**src/rtl/sargantana_icache_pkg.sv**
```systemverilog
// Shared types and constants for the icache line-fill path.
//   ifill_state_t : fill FSM encoding (IDLE, REQ, WAIT_DATA, RESP)
//   ICACHE_*      : default geometry of an icache line and of a memory beat
//   ifill_req_t   : fill request payload (physical address)
//   ifill_resp_t  : fill response payload (line data, error)
//   line_align()  : clears the byte-offset-within-line bits of an address
package sargantana_icache_pkg;

  localparam int ICACHE_PADDR_WIDTH = 40;
  localparam int ICACHE_LINE_WIDTH  = 256;
  localparam int ICACHE_BEAT_WIDTH  = 64;
  localparam int ICACHE_N_BEATS     = ICACHE_LINE_WIDTH / ICACHE_BEAT_WIDTH;

  typedef enum logic [1:0] {
    IDLE      = 2'd0,
    REQ       = 2'd1,
    WAIT_DATA = 2'd2,
    RESP      = 2'd3
  } ifill_state_t;

  typedef struct packed {
    logic [ICACHE_PADDR_WIDTH-1:0] paddr;
  } ifill_req_t;

  typedef struct packed {
    logic [ICACHE_LINE_WIDTH-1:0] data;
    logic                         err;
  } ifill_resp_t;

  localparam int ICACHE_LINE_OFFSET = $clog2(ICACHE_LINE_WIDTH / 8);

  function automatic logic [ICACHE_PADDR_WIDTH-1:0] line_align(
    input logic [ICACHE_PADDR_WIDTH-1:0] addr
  );
    logic [ICACHE_PADDR_WIDTH-1:0] res;
    res = addr;
    res[ICACHE_LINE_OFFSET-1:0] = '0;
    return res;
  endfunction

endpackage

```
**src/rtl/sargantana_icache_ifill_unit_if.sv**
```systemverilog
// Bundle of every handshake/bus signal around the ifill unit.
//   Controller side : ifill_req_*, ifill_kill_i, ifill_sent_ack_o,
//                     ifill_resp_*, valid_ifill_resp_o
//   Memory side     : mem_req_* (read request), mem_resp_* (beats)
// modport slave  : the ifill unit itself
// modport master : the environment (icache controller + next memory level)
//
// Handshake rules: a request transfers on a cycle where valid and ready are
// both high at the clock edge; once valid is raised it stays high with a
// stable payload until that edge. mem_resp_valid_i has no ready: every beat
// presented while the unit waits for data is consumed in that cycle.
interface sargantana_icache_ifill_unit_if
  import sargantana_icache_pkg::*;
#(
  parameter int PADDR_WIDTH = ICACHE_PADDR_WIDTH,
  parameter int LINE_WIDTH  = ICACHE_LINE_WIDTH,
  parameter int BEAT_WIDTH  = ICACHE_BEAT_WIDTH
) ();

  logic                   ifill_req_valid_i;
  logic [PADDR_WIDTH-1:0] ifill_req_paddr_i;
  logic                   ifill_req_ready_o;
  logic                   ifill_kill_i;
  logic                   ifill_sent_ack_o;
  logic                   ifill_resp_valid_o;
  logic                   valid_ifill_resp_o;
  logic [LINE_WIDTH-1:0]  ifill_resp_data_o;
  logic                   ifill_resp_err_o;
  logic                   mem_req_valid_o;
  logic                   mem_req_ready_i;
  logic [PADDR_WIDTH-1:0] mem_req_addr_o;
  logic                   mem_resp_valid_i;
  logic [BEAT_WIDTH-1:0]  mem_resp_data_i;
  logic                   mem_resp_err_i;

  modport slave (
    input  ifill_req_valid_i, ifill_req_paddr_i, ifill_kill_i,
    input  mem_req_ready_i, mem_resp_valid_i, mem_resp_data_i, mem_resp_err_i,
    output ifill_req_ready_o, ifill_sent_ack_o, ifill_resp_valid_o,
    output valid_ifill_resp_o, ifill_resp_data_o, ifill_resp_err_o,
    output mem_req_valid_o, mem_req_addr_o
  );

  modport master (
    output ifill_req_valid_i, ifill_req_paddr_i, ifill_kill_i,
    output mem_req_ready_i, mem_resp_valid_i, mem_resp_data_i, mem_resp_err_i,
    input  ifill_req_ready_o, ifill_sent_ack_o, ifill_resp_valid_o,
    input  valid_ifill_resp_o, ifill_resp_data_o, ifill_resp_err_o,
    input  mem_req_valid_o, mem_req_addr_o
  );

endinterface

```
**src/rtl/sargantana_icache_line_assembler.sv**
```systemverilog
// Collects memory beats into one icache line.
//   clk_i, rst_i : clock, asynchronous active-high reset
//   clear        : start of a new fill; zeroes beat counter and error flag
//   beat_valid   : a beat is consumed this cycle
//   beat_data    : beat payload, placed at slot beat_cnt (lowest beat first)
//   beat_err     : beat error, ORed into err
//   line_next    : line buffer with the current beat already merged in
//   err          : sticky OR of all beat errors since clear
//   last_beat    : the beat consumed this cycle completes the line
module sargantana_icache_line_assembler #(
  parameter int LINE_WIDTH = 256,
  parameter int BEAT_WIDTH = 64
) (
  input  logic                  clk_i,
  input  logic                  rst_i,
  input  logic                  clear,
  input  logic                  beat_valid,
  input  logic [BEAT_WIDTH-1:0] beat_data,
  input  logic                  beat_err,
  output logic [LINE_WIDTH-1:0] line_next,
  output logic                  err,
  output logic                  last_beat
);

  localparam int N_BEATS = LINE_WIDTH / BEAT_WIDTH;
  localparam int CNT_W   = (N_BEATS > 1) ? $clog2(N_BEATS) : 1;
  localparam logic [CNT_W-1:0] LAST_CNT = CNT_W'(N_BEATS - 1);

  logic [CNT_W-1:0]      beat_cnt;
  logic [LINE_WIDTH-1:0] line_q;
  logic                  err_q;

  assign last_beat = beat_valid && (beat_cnt == LAST_CNT);
  assign err       = err_q;

  // Merged view lets the top capture the complete line on the last-beat edge.
  always_comb begin
    line_next = line_q;
    if (beat_valid) begin
      line_next[beat_cnt*BEAT_WIDTH +: BEAT_WIDTH] = beat_data;
    end
  end

  always_ff @(posedge clk_i or posedge rst_i) begin
    if (rst_i) begin
      beat_cnt <= '0;
      line_q   <= '0;
      err_q    <= 1'b0;
    end else if (clear) begin
      beat_cnt <= '0;
      err_q    <= 1'b0;
    end else if (beat_valid) begin
      line_q   <= line_next;
      err_q    <= err_q | beat_err;
      beat_cnt <= last_beat ? '0 : beat_cnt + 1'b1;
    end
  end

endmodule

```
**src/rtl/sargantana_icache_ifill_unit.sv**
```systemverilog
// Responder end of the icache IFILL interface. Accepts one fill request,
// issues one line-aligned read to memory, assembles the returned beats and
// answers with a one-cycle response pulse. A kill lets the fill run to its
// last beat silently so memory is quiescent when ifill_sent_ack_o drops.
//   clk_i, rst_i : clock, asynchronous active-high reset
//   bus          : controller and memory handshakes (slave modport)
//   dbg_state    : current FSM state
// Module parameters must match those of the connected interface instance;
// LINE_WIDTH must be a multiple of BEAT_WIDTH.
module sargantana_icache_ifill_unit
  import sargantana_icache_pkg::*;
#(
  parameter int PADDR_WIDTH = ICACHE_PADDR_WIDTH,
  parameter int LINE_WIDTH  = ICACHE_LINE_WIDTH,
  parameter int BEAT_WIDTH  = ICACHE_BEAT_WIDTH
) (
  input  logic                          clk_i,
  input  logic                          rst_i,
  sargantana_icache_ifill_unit_if.slave bus,
  output ifill_state_t                  dbg_state
);

  localparam int LINE_OFFSET = $clog2(LINE_WIDTH / 8);

  ifill_state_t           state_q, state_d;
  logic                   killed_q;
  logic [PADDR_WIDTH-1:0] addr_q;
  logic [LINE_WIDTH-1:0]  resp_data_q;

  logic                   accept;
  logic                   kill_now;
  logic                   beat_fire;
  logic                   last_beat;
  logic                   asm_err;
  logic [LINE_WIDTH-1:0]  line_next;
  logic [PADDR_WIDTH-1:0] aligned_addr;

  assign accept    = (state_q == IDLE) && bus.ifill_req_valid_i;
  assign kill_now  = bus.ifill_kill_i && ((state_q == REQ) || (state_q == WAIT_DATA));
  // Beats arriving in any other state are protocol violations and dropped.
  assign beat_fire = (state_q == WAIT_DATA) && bus.mem_resp_valid_i;

  always_comb begin
    aligned_addr = bus.ifill_req_paddr_i;
    aligned_addr[LINE_OFFSET-1:0] = '0;
  end

  sargantana_icache_line_assembler #(
    .LINE_WIDTH (LINE_WIDTH),
    .BEAT_WIDTH (BEAT_WIDTH)
  ) u_line_assembler (
    .clk_i      (clk_i),
    .rst_i      (rst_i),
    .clear      (accept),
    .beat_valid (beat_fire),
    .beat_data  (bus.mem_resp_data_i),
    .beat_err   (bus.mem_resp_err_i),
    .line_next  (line_next),
    .err        (asm_err),
    .last_beat  (last_beat)
  );

  always_comb begin
    state_d = state_q;
    case (state_q)
      IDLE:      if (bus.ifill_req_valid_i) state_d = REQ;
      REQ:       if (bus.mem_req_ready_i) state_d = WAIT_DATA;
      // A kill arriving together with the last beat still suppresses RESP.
      WAIT_DATA: if (last_beat) state_d = (killed_q || bus.ifill_kill_i) ? IDLE : RESP;
      RESP:      state_d = IDLE;
      default:   state_d = IDLE;
    endcase
  end

  always_ff @(posedge clk_i or posedge rst_i) begin
    if (rst_i) begin
      state_q     <= IDLE;
      killed_q    <= 1'b0;
      addr_q      <= '0;
      resp_data_q <= '0;
    end else begin
      state_q <= state_d;
      if (accept) begin
        addr_q   <= aligned_addr;
        killed_q <= 1'b0;
      end else if (kill_now) begin
        killed_q <= 1'b1;
      end
      // Output line only updates for fills that will respond, so the data
      // seen by the cache holds steady between responses.
      if (last_beat && !killed_q && !bus.ifill_kill_i) begin
        resp_data_q <= line_next;
      end
    end
  end

  assign bus.ifill_req_ready_o  = (state_q == IDLE);
  assign bus.ifill_sent_ack_o   = (state_q == REQ) || (state_q == WAIT_DATA);
  assign bus.ifill_resp_valid_o = (state_q == RESP);
  assign bus.valid_ifill_resp_o = (state_q == RESP);
  assign bus.ifill_resp_data_o  = resp_data_q;
  assign bus.ifill_resp_err_o   = (state_q == RESP) && asm_err;
  assign bus.mem_req_valid_o    = (state_q == REQ);
  assign bus.mem_req_addr_o     = addr_q;
  assign dbg_state              = state_q;

  a_no_stray_beat : assert property (
    @(posedge clk_i) disable iff (rst_i)
    bus.mem_resp_valid_i |-> (state_q == WAIT_DATA)
  );

endmodule

```
**src/flat_wrapper.sv**
```systemverilog
// flat-port wrapper written by rule: the top's interface ports become plain ports
module sargantana_icache_ifill_unit_flat import sargantana_icache_pkg::*;
#(
  parameter int PADDR_WIDTH = ICACHE_PADDR_WIDTH,
  parameter int LINE_WIDTH  = ICACHE_LINE_WIDTH,
  parameter int BEAT_WIDTH  = ICACHE_BEAT_WIDTH
)
  (clk_i, rst_i, dbg_state, bus_ifill_req_valid_i, bus_ifill_req_paddr_i, bus_ifill_kill_i, bus_mem_req_ready_i, bus_mem_resp_valid_i, bus_mem_resp_data_i, bus_mem_resp_err_i, bus_ifill_req_ready_o, bus_ifill_sent_ack_o, bus_ifill_resp_valid_o, bus_valid_ifill_resp_o, bus_ifill_resp_data_o, bus_ifill_resp_err_o, bus_mem_req_valid_o, bus_mem_req_addr_o);
  sargantana_icache_ifill_unit_if #(.PADDR_WIDTH(PADDR_WIDTH), .LINE_WIDTH(LINE_WIDTH), .BEAT_WIDTH(BEAT_WIDTH)) bus_i ();
  input  logic clk_i;
  input  logic rst_i;
  output ifill_state_t dbg_state;
  input wire logic [$bits(bus_i.ifill_req_valid_i)-1:0] bus_ifill_req_valid_i;
  input wire logic [$bits(bus_i.ifill_req_paddr_i)-1:0] bus_ifill_req_paddr_i;
  input wire logic [$bits(bus_i.ifill_kill_i)-1:0] bus_ifill_kill_i;
  input wire logic [$bits(bus_i.mem_req_ready_i)-1:0] bus_mem_req_ready_i;
  input wire logic [$bits(bus_i.mem_resp_valid_i)-1:0] bus_mem_resp_valid_i;
  input wire logic [$bits(bus_i.mem_resp_data_i)-1:0] bus_mem_resp_data_i;
  input wire logic [$bits(bus_i.mem_resp_err_i)-1:0] bus_mem_resp_err_i;
  output wire logic [$bits(bus_i.ifill_req_ready_o)-1:0] bus_ifill_req_ready_o;
  output wire logic [$bits(bus_i.ifill_sent_ack_o)-1:0] bus_ifill_sent_ack_o;
  output wire logic [$bits(bus_i.ifill_resp_valid_o)-1:0] bus_ifill_resp_valid_o;
  output wire logic [$bits(bus_i.valid_ifill_resp_o)-1:0] bus_valid_ifill_resp_o;
  output wire logic [$bits(bus_i.ifill_resp_data_o)-1:0] bus_ifill_resp_data_o;
  output wire logic [$bits(bus_i.ifill_resp_err_o)-1:0] bus_ifill_resp_err_o;
  output wire logic [$bits(bus_i.mem_req_valid_o)-1:0] bus_mem_req_valid_o;
  output wire logic [$bits(bus_i.mem_req_addr_o)-1:0] bus_mem_req_addr_o;
  assign bus_i.ifill_req_valid_i = bus_ifill_req_valid_i;
  assign bus_i.ifill_req_paddr_i = bus_ifill_req_paddr_i;
  assign bus_i.ifill_kill_i = bus_ifill_kill_i;
  assign bus_i.mem_req_ready_i = bus_mem_req_ready_i;
  assign bus_i.mem_resp_valid_i = bus_mem_resp_valid_i;
  assign bus_i.mem_resp_data_i = bus_mem_resp_data_i;
  assign bus_i.mem_resp_err_i = bus_mem_resp_err_i;
  assign bus_ifill_req_ready_o = bus_i.ifill_req_ready_o;
  assign bus_ifill_sent_ack_o = bus_i.ifill_sent_ack_o;
  assign bus_ifill_resp_valid_o = bus_i.ifill_resp_valid_o;
  assign bus_valid_ifill_resp_o = bus_i.valid_ifill_resp_o;
  assign bus_ifill_resp_data_o = bus_i.ifill_resp_data_o;
  assign bus_ifill_resp_err_o = bus_i.ifill_resp_err_o;
  assign bus_mem_req_valid_o = bus_i.mem_req_valid_o;
  assign bus_mem_req_addr_o = bus_i.mem_req_addr_o;
  sargantana_icache_ifill_unit #(.PADDR_WIDTH(PADDR_WIDTH), .LINE_WIDTH(LINE_WIDTH), .BEAT_WIDTH(BEAT_WIDTH)) u_core (.clk_i(clk_i), .rst_i(rst_i), .bus(bus_i), .dbg_state(dbg_state));
endmodule
```
**config.mk**
```make
export PLATFORM = sky130hd
export DESIGN_NAME = sargantana_icache_ifill_unit_flat
export DESIGN_NICKNAME = d
export VERILOG_FILES = /design/src/rtl/sargantana_icache_pkg.sv /design/src/rtl/sargantana_icache_ifill_unit_if.sv /design/src/rtl/sargantana_icache_line_assembler.sv /design/src/rtl/sargantana_icache_ifill_unit.sv /design/src/flat_wrapper.sv
export SDC_FILE = /design/constraint.sdc
export NUM_CORES = 1
export LEC_CHECK = 0
export CORE_MARGIN = 2
export CORE_UTILIZATION = 31
export CTS_BUF_LIST = sky130_fd_sc_hd__clkbuf_4 sky130_fd_sc_hd__clkbuf_8
export DETAILED_ROUTE_END_ITERATION = 8
export PLACE_DENSITY = 0.55
export SYNTH_ARGS = -nofsm -noshare
export SYNTH_HDL_FRONTEND = slang
export SYNTH_SLANG_ARGS = --single-unit
```
**constraint.sdc**
```tcl
create_clock -name clk_i -period 15.2 [get_ports clk_i]
set_clock_uncertainty 0.1 [all_clocks]
set_input_delay 1.52 -clock clk_i [delete_from_list [all_inputs] [get_ports clk_i]]
set_output_delay 1.52 -clock clk_i [all_outputs]
set_load 0.03 [all_outputs]
```
Word-level counts from Yosys, hierarchy flattened
Cells that the tools add are included.

Bits in registers: 553. Output and inout port bits: 304. Word-level logic and storage cells: 50. Bits of input ports: 111.

Reduce and logical (&&, ||, !) cells: 16. Shift operators: 2. Eq/ne operators: 7. Muxes and demuxes: 14. Bitwise logic cells: 2. $add $sub $neg: 2.

Operators with widths (number): 256-bit bitwise mux (1); 256-bit 2-to-1 mux (1); 64-bit by 34-bit variable shift with 256-bit output (first input constant) (1); 64-bit by 34-bit indexed part select with 256-bit output (1); 8-bit negation with 34-bit output (1); 2-bit 2-to-1 mux (7); 2-bit one-hot mux with 4 select lines (1); 1-bit logical AND (7); 2-bit equality test (second input constant) (3); 1-bit 2-to-1 mux (4); 2-bit inequality test (second input constant) (2); 2-bit nonzero test (2); 3-bit AND reduction (1); 2-bit by 1-bit adder with 2-bit output (second input constant) (1); 2-bit by 1-bit equality test with 1-bit output (second input constant) (1); 1-bit logical NOT (2); 2-bit logical NOT (1); 1-bit logical OR (2); 2-bit by 1-bit inequality test with 1-bit output (second input constant) (1); 2-bit AND reduction (1); 1-bit inverter (1); 1-bit OR (1).

Longest topological paths before layout
Gate-level depths: netlist of run 1.

Depth after elaboration: 6. Mapped depth: 10. Gate-level depth less buffers: 5.

Hierarchy
From an unflattened synthesis of run 1, not the netlist that was laid out.

Cells, all modules: 1766. Area total of the unflattened synthesis: 24264.5 sq um.

Modules (own cells, without submodules): sargantana_icache_ifill_unit (sequential area each 7357.1 sq um, instances 1, area each 12306.8 sq um, cells an instance 649); sargantana_icache_line_assembler (sequential area each 6481.2 sq um, instances 1, area each 11957.7 sq um, cells an instance 1117).

Worst setup path after synthesis of run 1
Ideal clock, no wire load.

Kind: flip-flop to output port. Start point: reg u_core.state_q[1] (netlist: u_core.dbg_state[1]). End point: out bus_ifill_resp_err_o. Path buffers: 0. Arrival: 1340 ps. Data required time: 13580 ps. Cell stages (with the launch flop): 3. Setup slack: 12240 ps. Cell sequence: dfrtp_1 > ha_1 > and2_1.

Cells in the longest elaborated chain, start to end: 2.

Ends and longest elaborated chain: from (decl) (line sargantana_icache_ifill_unit.sv:25) `ifill_state_t state_q, state_d;`; from (signal assigned) (line sargantana_icache_ifill_unit.sv:82) `state_q <= state_d;`; 2-bit equality test; net bus_ifill_resp_valid_o (line flat_wrapper.sv:22) `output wire logic [$bits(bus_i.ifill_resp_valid_o)-1:0] bus_ifill_resp_valid_o;`; 1-bit logical AND (line sargantana_icache_ifill_unit.sv:102) `assign bus.ifill_resp_err_o = (state_q == RESP) && asm_err;`; to (decl) (line flat_wrapper.sv:25) `output wire logic [$bits(bus_i.ifill_resp_err_o)-1:0] bus_ifill_resp_err_o;`.

The timed path passes the listed nets, and every way through them passes these cells.

Final worst setup path of run 1
Start point: in bus_mem_resp_valid_i. End point: reg u_core.resp_data_q[192] (netlist: u_core.bus.ifill_resp_data_o[192]).

Cells in the longest elaborated chain, start to end: 4. Elaborated cells between the ends (all ways): 5. Classes of those cells: mux: 1; reduce/logical: 4.

Ends and longest elaborated chain: from (decl) (line flat_wrapper.sv:17) `input wire logic [$bits(bus_i.mem_resp_valid_i)-1:0] bus_mem_resp_valid_i;`; 1-bit logical AND * (line sargantana_icache_ifill_unit.sv:41) `assign beat_fire = (state_q == WAIT_DATA) && bus.mem_resp_valid_i;`; 1-bit logical AND (line sargantana_icache_line_assembler.sv:33) `assign last_beat = beat_valid && (beat_cnt == LAST_CNT);`; 1-bit logical AND (2 in a row) (line sargantana_icache_ifill_unit.sv:91) `if (last_beat && !killed_q && !bus.ifill_kill_i) begin`; to (signal assigned) (line sargantana_icache_ifill_unit.sv:92) `resp_data_q <= line_next;`; to (decl) (line sargantana_icache_ifill_unit.sv:28) `logic [LINE_WIDTH-1:0] resp_data_q;`.

Mark *: on every way between the ends. The rest lies on a longest branch, timed or not. A chain may end at the register's enable or synchronous reset.

==> results of run 1 <==
==> layer usage <==
metal | up-vias | GRT usage | wire (µm)
met5 | - | 0 | 0
met4 | 0 | 0.0707 | 1860
met3 | 119 | 0.0520 | 5700
met2 | 721 | 0.365 | 38400
met1 | 9248 | 0.292 | 33800
li1 | 7685 | - | -
==> worst max-delay path, stage by stage <==
cell,delay [ps]
sky130_fd_sc_hd__clkdlybuf4s50_1,710
sky130_fd_sc_hd__and4bb_4,880
sky130_fd_sc_hd__buf_4,960
sky130_fd_sc_hd__buf_4,860
sky130_fd_sc_hd__nand3_1,200
sky130_fd_sc_hd__o2bb2ai_1,210
==> through the flow <==
stage	std cells	worst slack [ps]	hold WS, ps
after floorplan	1906	6950	355
after global placement	2944	9600	362
final	3102	10140	372
after detailed placement	2944	9490	361
after CTS	3101	10250	375
after global routing	3102	9970	393
==> cell usage in the layout (no fill, tap or decap), types with 8 or more instances in the layout <==
cell type                         instances
sky130_fd_sc_hd__o21ai_0                 25
sky130_fd_sc_hd__a31o_2                  20
sky130_fd_sc_hd__clkbuf_4                18
sky130_fd_sc_hd__nand3_1                 63
sky130_fd_sc_hd__nand2_1                128
sky130_fd_sc_hd__a21oi_1                278
sky130_fd_sc_hd__dfrtp_1                489
sky130_fd_sc_hd__ha_1                     8
sky130_fd_sc_hd__clkinv_2                17
sky130_fd_sc_hd__nand2b_1                39
sky130_fd_sc_hd__clkbuf_8               113
sky130_fd_sc_hd__o32a_1                  25
sky130_fd_sc_hd__nand4_1                 40
sky130_fd_sc_hd__a32o_1                  40
sky130_fd_sc_hd__a31oi_1                 58
sky130_fd_sc_hd__a21boi_0                20
sky130_fd_sc_hd__inv_1                   29
sky130_fd_sc_hd__clkdlybuf4s50_1        404
sky130_fd_sc_hd__o2bb2ai_1               44
sky130_fd_sc_hd__a32oi_1                108
sky130_fd_sc_hd__buf_4                   21
sky130_fd_sc_hd__and4_1                  26
sky130_fd_sc_hd__a22o_1                 154
==> sequential cells by signal, summed over array words and instances (netlist names) <==
name                              flops
u_core.u_line_assembler.beat_cnt      2
u_core.bus.ifill_resp_data_o        256
u_core.bus.mem_req_addr_o            35
u_core.dbg_state                      2
u_core.u_line_assembler.line_q      192
u_core.killed_q                       1
u_core.u_line_assembler.err           1
==> worst max-delay path by stage <==
stage               depth (start not counted)                 start  slack [ps]                           endpoint
global placement                            6  bus_mem_resp_valid_i        9600  u_core.bus.ifill_resp_data_o[156]
global route                                6  bus_mem_resp_valid_i        9970  u_core.bus.ifill_resp_data_o[192]
floorplan                                   1                 rst_i        6950    u_core.bus.ifill_resp_data_o[0]
detailed placement                          6  bus_mem_resp_valid_i        9490  u_core.bus.ifill_resp_data_o[192]
finish                                      6  bus_mem_resp_valid_i       10140  u_core.bus.ifill_resp_data_o[192]
CTS                                         6  bus_mem_resp_valid_i       10250  u_core.bus.ifill_resp_data_o[192]
==> layout make-up <==
type	count	share of cell area
multi-input combinational	1123	0.279
clock buffer	131	0.0622
sequential	489	0.450
inverter	32	0.00465
tap	873	0.0402
clock inverter	26	0.00746
timing repair buffer	427	0.156
antenna	1	0.0000921
==> kinds of logic after synthesis <==
group	share of synthesized area
flip-flops	0.579
AND/OR/NAND/NOR	0.0837
other	0.000177
buffers and inverters	0.0675
adder cells (fa/ha/maj)	0.00592
AO/OA/AOI/OAI	0.263
multiplexers	0.000710
==> power by group through the flow <==
stage	clock network [mW]	registers, mW	logic (mW)
finish	1.34	1.56	1.20
global route	1.44	1.57	1.27
CTS	1.38	1.55	1.20
detailed placement	0	1.57	1.20
global placement	0	1.57	1.19
floorplan	0	1.73	0.537
==> flow_summary.toml, run 1 <==
[yosys]
post_synthesis_sequential_element_count = 489
postSynth.asyncResetShare = 1.00
yosysUniqueCellTypes = 46
synth_edf_count = 0
synth_top_area_share = 0.579
synth_most_common_cell = "sky130_fd_sc_hd__dfrtp_1"
ys.flop_type = "sky130_fd_sc_hd__dfrtp_1"
post_synth_inst_count = 1902
synth_area_leader_cell = "sky130_fd_sc_hd__dfrtp_1"
yosysSeqAreaShare = 0.579
mappedNetlistArea_um2 = 21100
yosys_warnings = 0
netlist_top_cells_area = "sky130_fd_sc_hd__dfrtp_1 (58%), sky130_fd_sc_hd__a21oi_1 (6.6%), sky130_fd_sc_hd__a22o_1 (6.4%)"
synth_commonest_cells = "sky130_fd_sc_hd__dfrtp_1 (489), sky130_fd_sc_hd__a21oi_1 (278), sky130_fd_sc_hd__a22o_1 (154)"
avgSynthCellArea_um2 = 11.1

[setup_path]
worst_setup_ep_type = "flip-flop"
crit_arrival_ps = 5570
path_class = "input port to flip-flop"
r2r_setup_slack_ps = 10720
wp_data_required_ps = 15710
timing.rr.start = "u_core.dbg_state[0]"
worst_r2r_path_depth = 7
r2r-end = "u_core.bus.ifill_resp_data_o[192]"
startpoint_type = "input port"
worstPathMaxFanout = 93

[power_and_ir_drop]
swShare = 0.370
comb_power_share = 0.293
power.total_mw = 4.09
switching_power_mw = 1.52
power_per_cell_area_nw_per_um2 = 151
peakVddDrop_mv = 0.135
internal-power_mw = 2.58
p_clk_frac = 0.327
seqPwrFrac = 0.380
leakage_nw = 11.4

[timing]
rsz0062_at_grt = "false"
timing.final.crit_period_ps = 5060
max_freq_ghz = 0.198
finalSetupTns_ps = 0
final_max_slew_viol_count = 0
relSlewSlack = 0.148
setup_viol = 0
final.period_utilization = 0.333
final-hold-violation-count = 0
transition_time_at_the_pin_with_the_least_slew_margin_ps = 1280

[cells_and_area]
regArea_um2 = 12200
nNetsFinal = 2285
final_area_um2 = 27200
drive_above_1_share = 0.102
multi_input_gate_area_um2 = 7590
fill_cells = 6500
post-route-util = 0.403
areaGrowthSynthToFinish_pct = 28.6

[hold_path]
min_delay_path_class = "flip-flop to flip-flop"
worst_hold_startpoint = "u_core.bus.mem_req_addr_o[27]"
terminating_pin_of_the_worst_hold_path = "u_core.bus.mem_req_addr_o[27]"
worstHoldPathCells = 2

[cts]
cts.repair.resized = 0
clock_path_buffers = 3
cts.sinks = 489
htreeDepth = 3
clock_pin_slew_reported_for_the_worst_setup_and_hold_paths_after_clock_tree_synthesis_ps = 60
cts_buffers = 91
cts_hold_buffers = 0
tritoncts = "built"
clkLatencyLatePin_ps = 690
post_cts.repair.setup_buffers = 0
clock-root-buffer = "sky130_fd_sc_hd__clkbuf_8"

[global_route]
grt_start_max_net_pins = 168
grt_overflow_total = 0
grt.total_usage = 0.223
first_pass_grt_wire_length_um = 120000
grt_pass1_vias = 18000
initial_antenna_violation_count = 3

[floorplanning]
core-area_um2 = 67400
effective_utilization_at_floorplan = 0.314
floorplan.io_pins = 415
placementRows = 95
die_h_um = 265
dieArea_um2 = 70300
die_w_um = 265

[drt]
drt.antenna.violating_nets = 0
route.vias.total = 17800
residual_drc = 0
routedWlPerCell_um = 25.7
route.final.wire_length_um = 79800
viasPerCell = 5.73
drt_first_iter_violations = 1501
detailed_routing_iterations_pass_1 = 5

[placed_design]
finalWeightedCongestion = 0.835
placement.io_buffers = 404
dp_hpwl_um = 45300
placedInstanceArea_um2 = 25300

[outcome]
status = "finished, final reports clean"

[job]
drv_cap = 0
No activity file was read; power rests on OpenSTA's default activity.
==> run 2: changes to the inputs <==
==> constraint.sdc (replaced) <==
create_clock -name clk_i -period 4.55 [get_ports clk_i]
set_clock_uncertainty 0.1 [all_clocks]
set_input_delay 0.455 -clock clk_i [delete_from_list [all_inputs] [get_ports clk_i]]
set_output_delay 0.455 -clock clk_i [all_outputs]
set_load 0.03 [all_outputs]
==> run 2 against run 1 <==
Against the previous run: clock-buffer cell count increased by 14; utilization rose by 0.32 points; combinational power increased to 3.3 times the previous value; first-iteration DRC count is 0.47% lower; sequential cell count did not move; sequential power rose to 3.3 times the previous value; sequential share of layout area fell by 0.35 points; wire length is 1.0% lower; power grew to 3.4 times the previous value; setup slack got worse by 9000 ps; global-route usage decreased by 0.19 points; largest cell class unchanged.
==> flow_summary.toml, run 2 (synthesis results as in run 1) <==
[drt]
route.vias.total = 17800
residual_drc = 0
route.final.wire_length_um = 79000
routedWlPerCell_um = 25.3
drt.antenna.violating_nets = 0
viasPerCell = 5.70
detailed_routing_iterations_pass_1 = 8
drt_first_iter_violations = 1494

[timing]
finalSetupTns_ps = 0
whs_ps = 80.6
transition_time_at_the_pin_with_the_least_slew_margin_ps = 1190
final-hold-violation-count = 0
final_max_slew_viol_count = 0
setup_viol = 0
max_freq_ghz = 0.295
final.period_utilization = 0.745
relSlewSlack = 0.207
rsz0062_at_grt = "false"
timing.final.crit_period_ps = 3390

[setup_path]
cp_top_family = "simple AND/OR/NAND/NOR gates"
r2r_setup_slack_ps = 1160
slowest_stage = "sky130_fd_sc_hd__nand4_1"
critPathCapture = "u_core.bus.ifill_resp_data_o[222]"
worstPathMaxFanout = 32
critical_path.n_buffers_inverters = 2
worst_r2r_path_depth = 6
worst_setup_path_startpoint = "u_core.u_line_assembler.beat_cnt[0]"
critical_path.cell_chain = "inv_1 -> ha_1 -> nor4b_1 -> nand4_1 -> buf_4 -> o2bb2ai_1"
wp_data_required_ps = 5020
timing.rr.start = "u_core.u_line_assembler.beat_cnt[0]"
delay_contributed_by_the_slowest_stage_of_the_critical_path_ps = 820
path_class = "flip-flop to flip-flop"
crit_arrival_ps = 3860
critical_path_cell_count = 6
startpoint_type = "flip-flop"
r2r-end = "u_core.bus.ifill_resp_data_o[222]"
worst_setup_ep_type = "flip-flop"

[power_and_ir_drop]
leakage_nw = 11.5
peakVddDrop_mv = 0.538
power_per_cell_area_nw_per_um2 = 502
power.total_mw = 13.7

[outcome]
status = "finished, final reports clean"

[cts]
clock_path_buffers = 3
clkLatencyLatePin_ps = 670
clock_pin_slew_reported_for_the_worst_setup_and_hold_paths_after_clock_tree_synthesis_ps = 60
clock-root-buffer = "sky130_fd_sc_hd__clkbuf_8"
tritoncts = "built"
post_cts.repair.setup_buffers = 0
cts_hold_buffers = 0
cts.repair.resized = 0
cts_buffers = 89
cts.sinks = 489
htreeDepth = 3

[cells_and_area]
final_cell_mix = "sky130_fd_sc_hd__dfrtp_1 (489), sky130_fd_sc_hd__clkdlybuf4s50_1 (404), sky130_fd_sc_hd__a21oi_1 (278)"
fill_cells = 6431
mostFrequentLayoutCell = "sky130_fd_sc_hd__dfrtp_1"
nNetsFinal = 2300
largest_register_ff_count = 256
areaGrowthSynthToFinish_pct = 29.6
drive_above_1_share = 0.107
post-route-util = 0.406

[global_route]
grt_overflow_total = 0
grt.total_usage = 0.221
initial_antenna_violation_count = 4
grt_pass1_vias = 18300
first_pass_grt_wire_length_um = 119000
grt_start_max_net_pins = 122

[floorplanning]
effective_utilization_at_floorplan = 0.314
dieArea_um2 = 70300
die_w_um = 265
core-area_um2 = 67400
floorplan.io_pins = 415
die_h_um = 265
placementRows = 95

[placed_design]
finalWeightedCongestion = 0.832
dp_hpwl_um = 47600
placement.io_buffers = 404

[hold_path]
min_delay_path_class = "input port to async pin"

[job]
drv_cap = 0
run 2: changes by cell type in the layout (fill, tap and decap cells not counted), sizes merged:
cell,delta
clkinvlp,-5
clkbuf,+14
clkinv,-14
diode,+2
bufinv,+2
buf,+17
run 2: stage by stage:
stage / cell area [µm²] / instances / setup slack [ps]
6_report: 27400 / 3118 / 1160
5_1_grt: 27400 / 3116 / 1030
4_1_cts: 27400 / 3115 / 1220
3_5_place_dp: 25500 / 2961 / 1250
3_3_place_gp: 25500 / 2961 / 1300
2_1_floorplan: 21200 / 1906 / -2640
run 2: power breakdown:
| group | internal [mW] | switching (mW) | total, mW |
|---|---|---|---|
| clock | 2.67 | 1.90 | 4.56 |
| combinational | 1.26 | 2.72 | 3.98 |
| sequential | 4.87 | 0.335 | 5.20 |
run 2: final cells by class:
cell class | instances | area (µm²) | area share
Clock inverter | 9 | 153 | 0.00557
Inverter | 32 | 126 | 0.00461
Clock buffer | 145 | 1770 | 0.0646
Multi-Input combinational cell | 1123 | 7590 | 0.277
Tap cell | 873 | 1090 | 0.0399
Antenna cell | 3 | 7.51 | 0.000274
Timing Repair Buffer | 444 | 4420 | 0.161
Sequential cell | 489 | 12200 | 0.447
run 2: worst min-delay path by stage:
stage               slack (ps)  cells past startpoint                               end                           from
global route                90                      2  u_core.bus.ifill_resp_data_o[62]                          rst_i
CTS                         30                      2  u_core.bus.ifill_resp_data_o[62]                          rst_i
floorplan                  360                      2       u_core.u_line_assembler.err    u_core.u_line_assembler.err
finish                      80                      2  u_core.bus.ifill_resp_data_o[62]                          rst_i
global placement           360                      2      u_core.bus.mem_req_addr_o[7]   u_core.bus.mem_req_addr_o[7]
detailed placement         360                      2     u_core.bus.mem_req_addr_o[18]  u_core.bus.mem_req_addr_o[18]
run 2: metal layers:
layer  track usage  part of all wire  vias to the layer above  wire (µm)
met5             0                 0                        -          0
met2         0.365              0.49                      666      38400
met1         0.287              0.42                     9286      33200
li1              -                 -                     7714          -
met3        0.0509             0.070                       98       5500
met4        0.0725             0.023                        0       1800
run 2: worst register-to-register path: stages, from the launching register on:
cell	delay, ps
sky130_fd_sc_hd__dfrtp_1	610
sky130_fd_sc_hd__inv_1	190
sky130_fd_sc_hd__ha_1	410
sky130_fd_sc_hd__nor4b_1	320
sky130_fd_sc_hd__nand4_1	820
sky130_fd_sc_hd__buf_4	610
sky130_fd_sc_hd__o2bb2ai_1	240
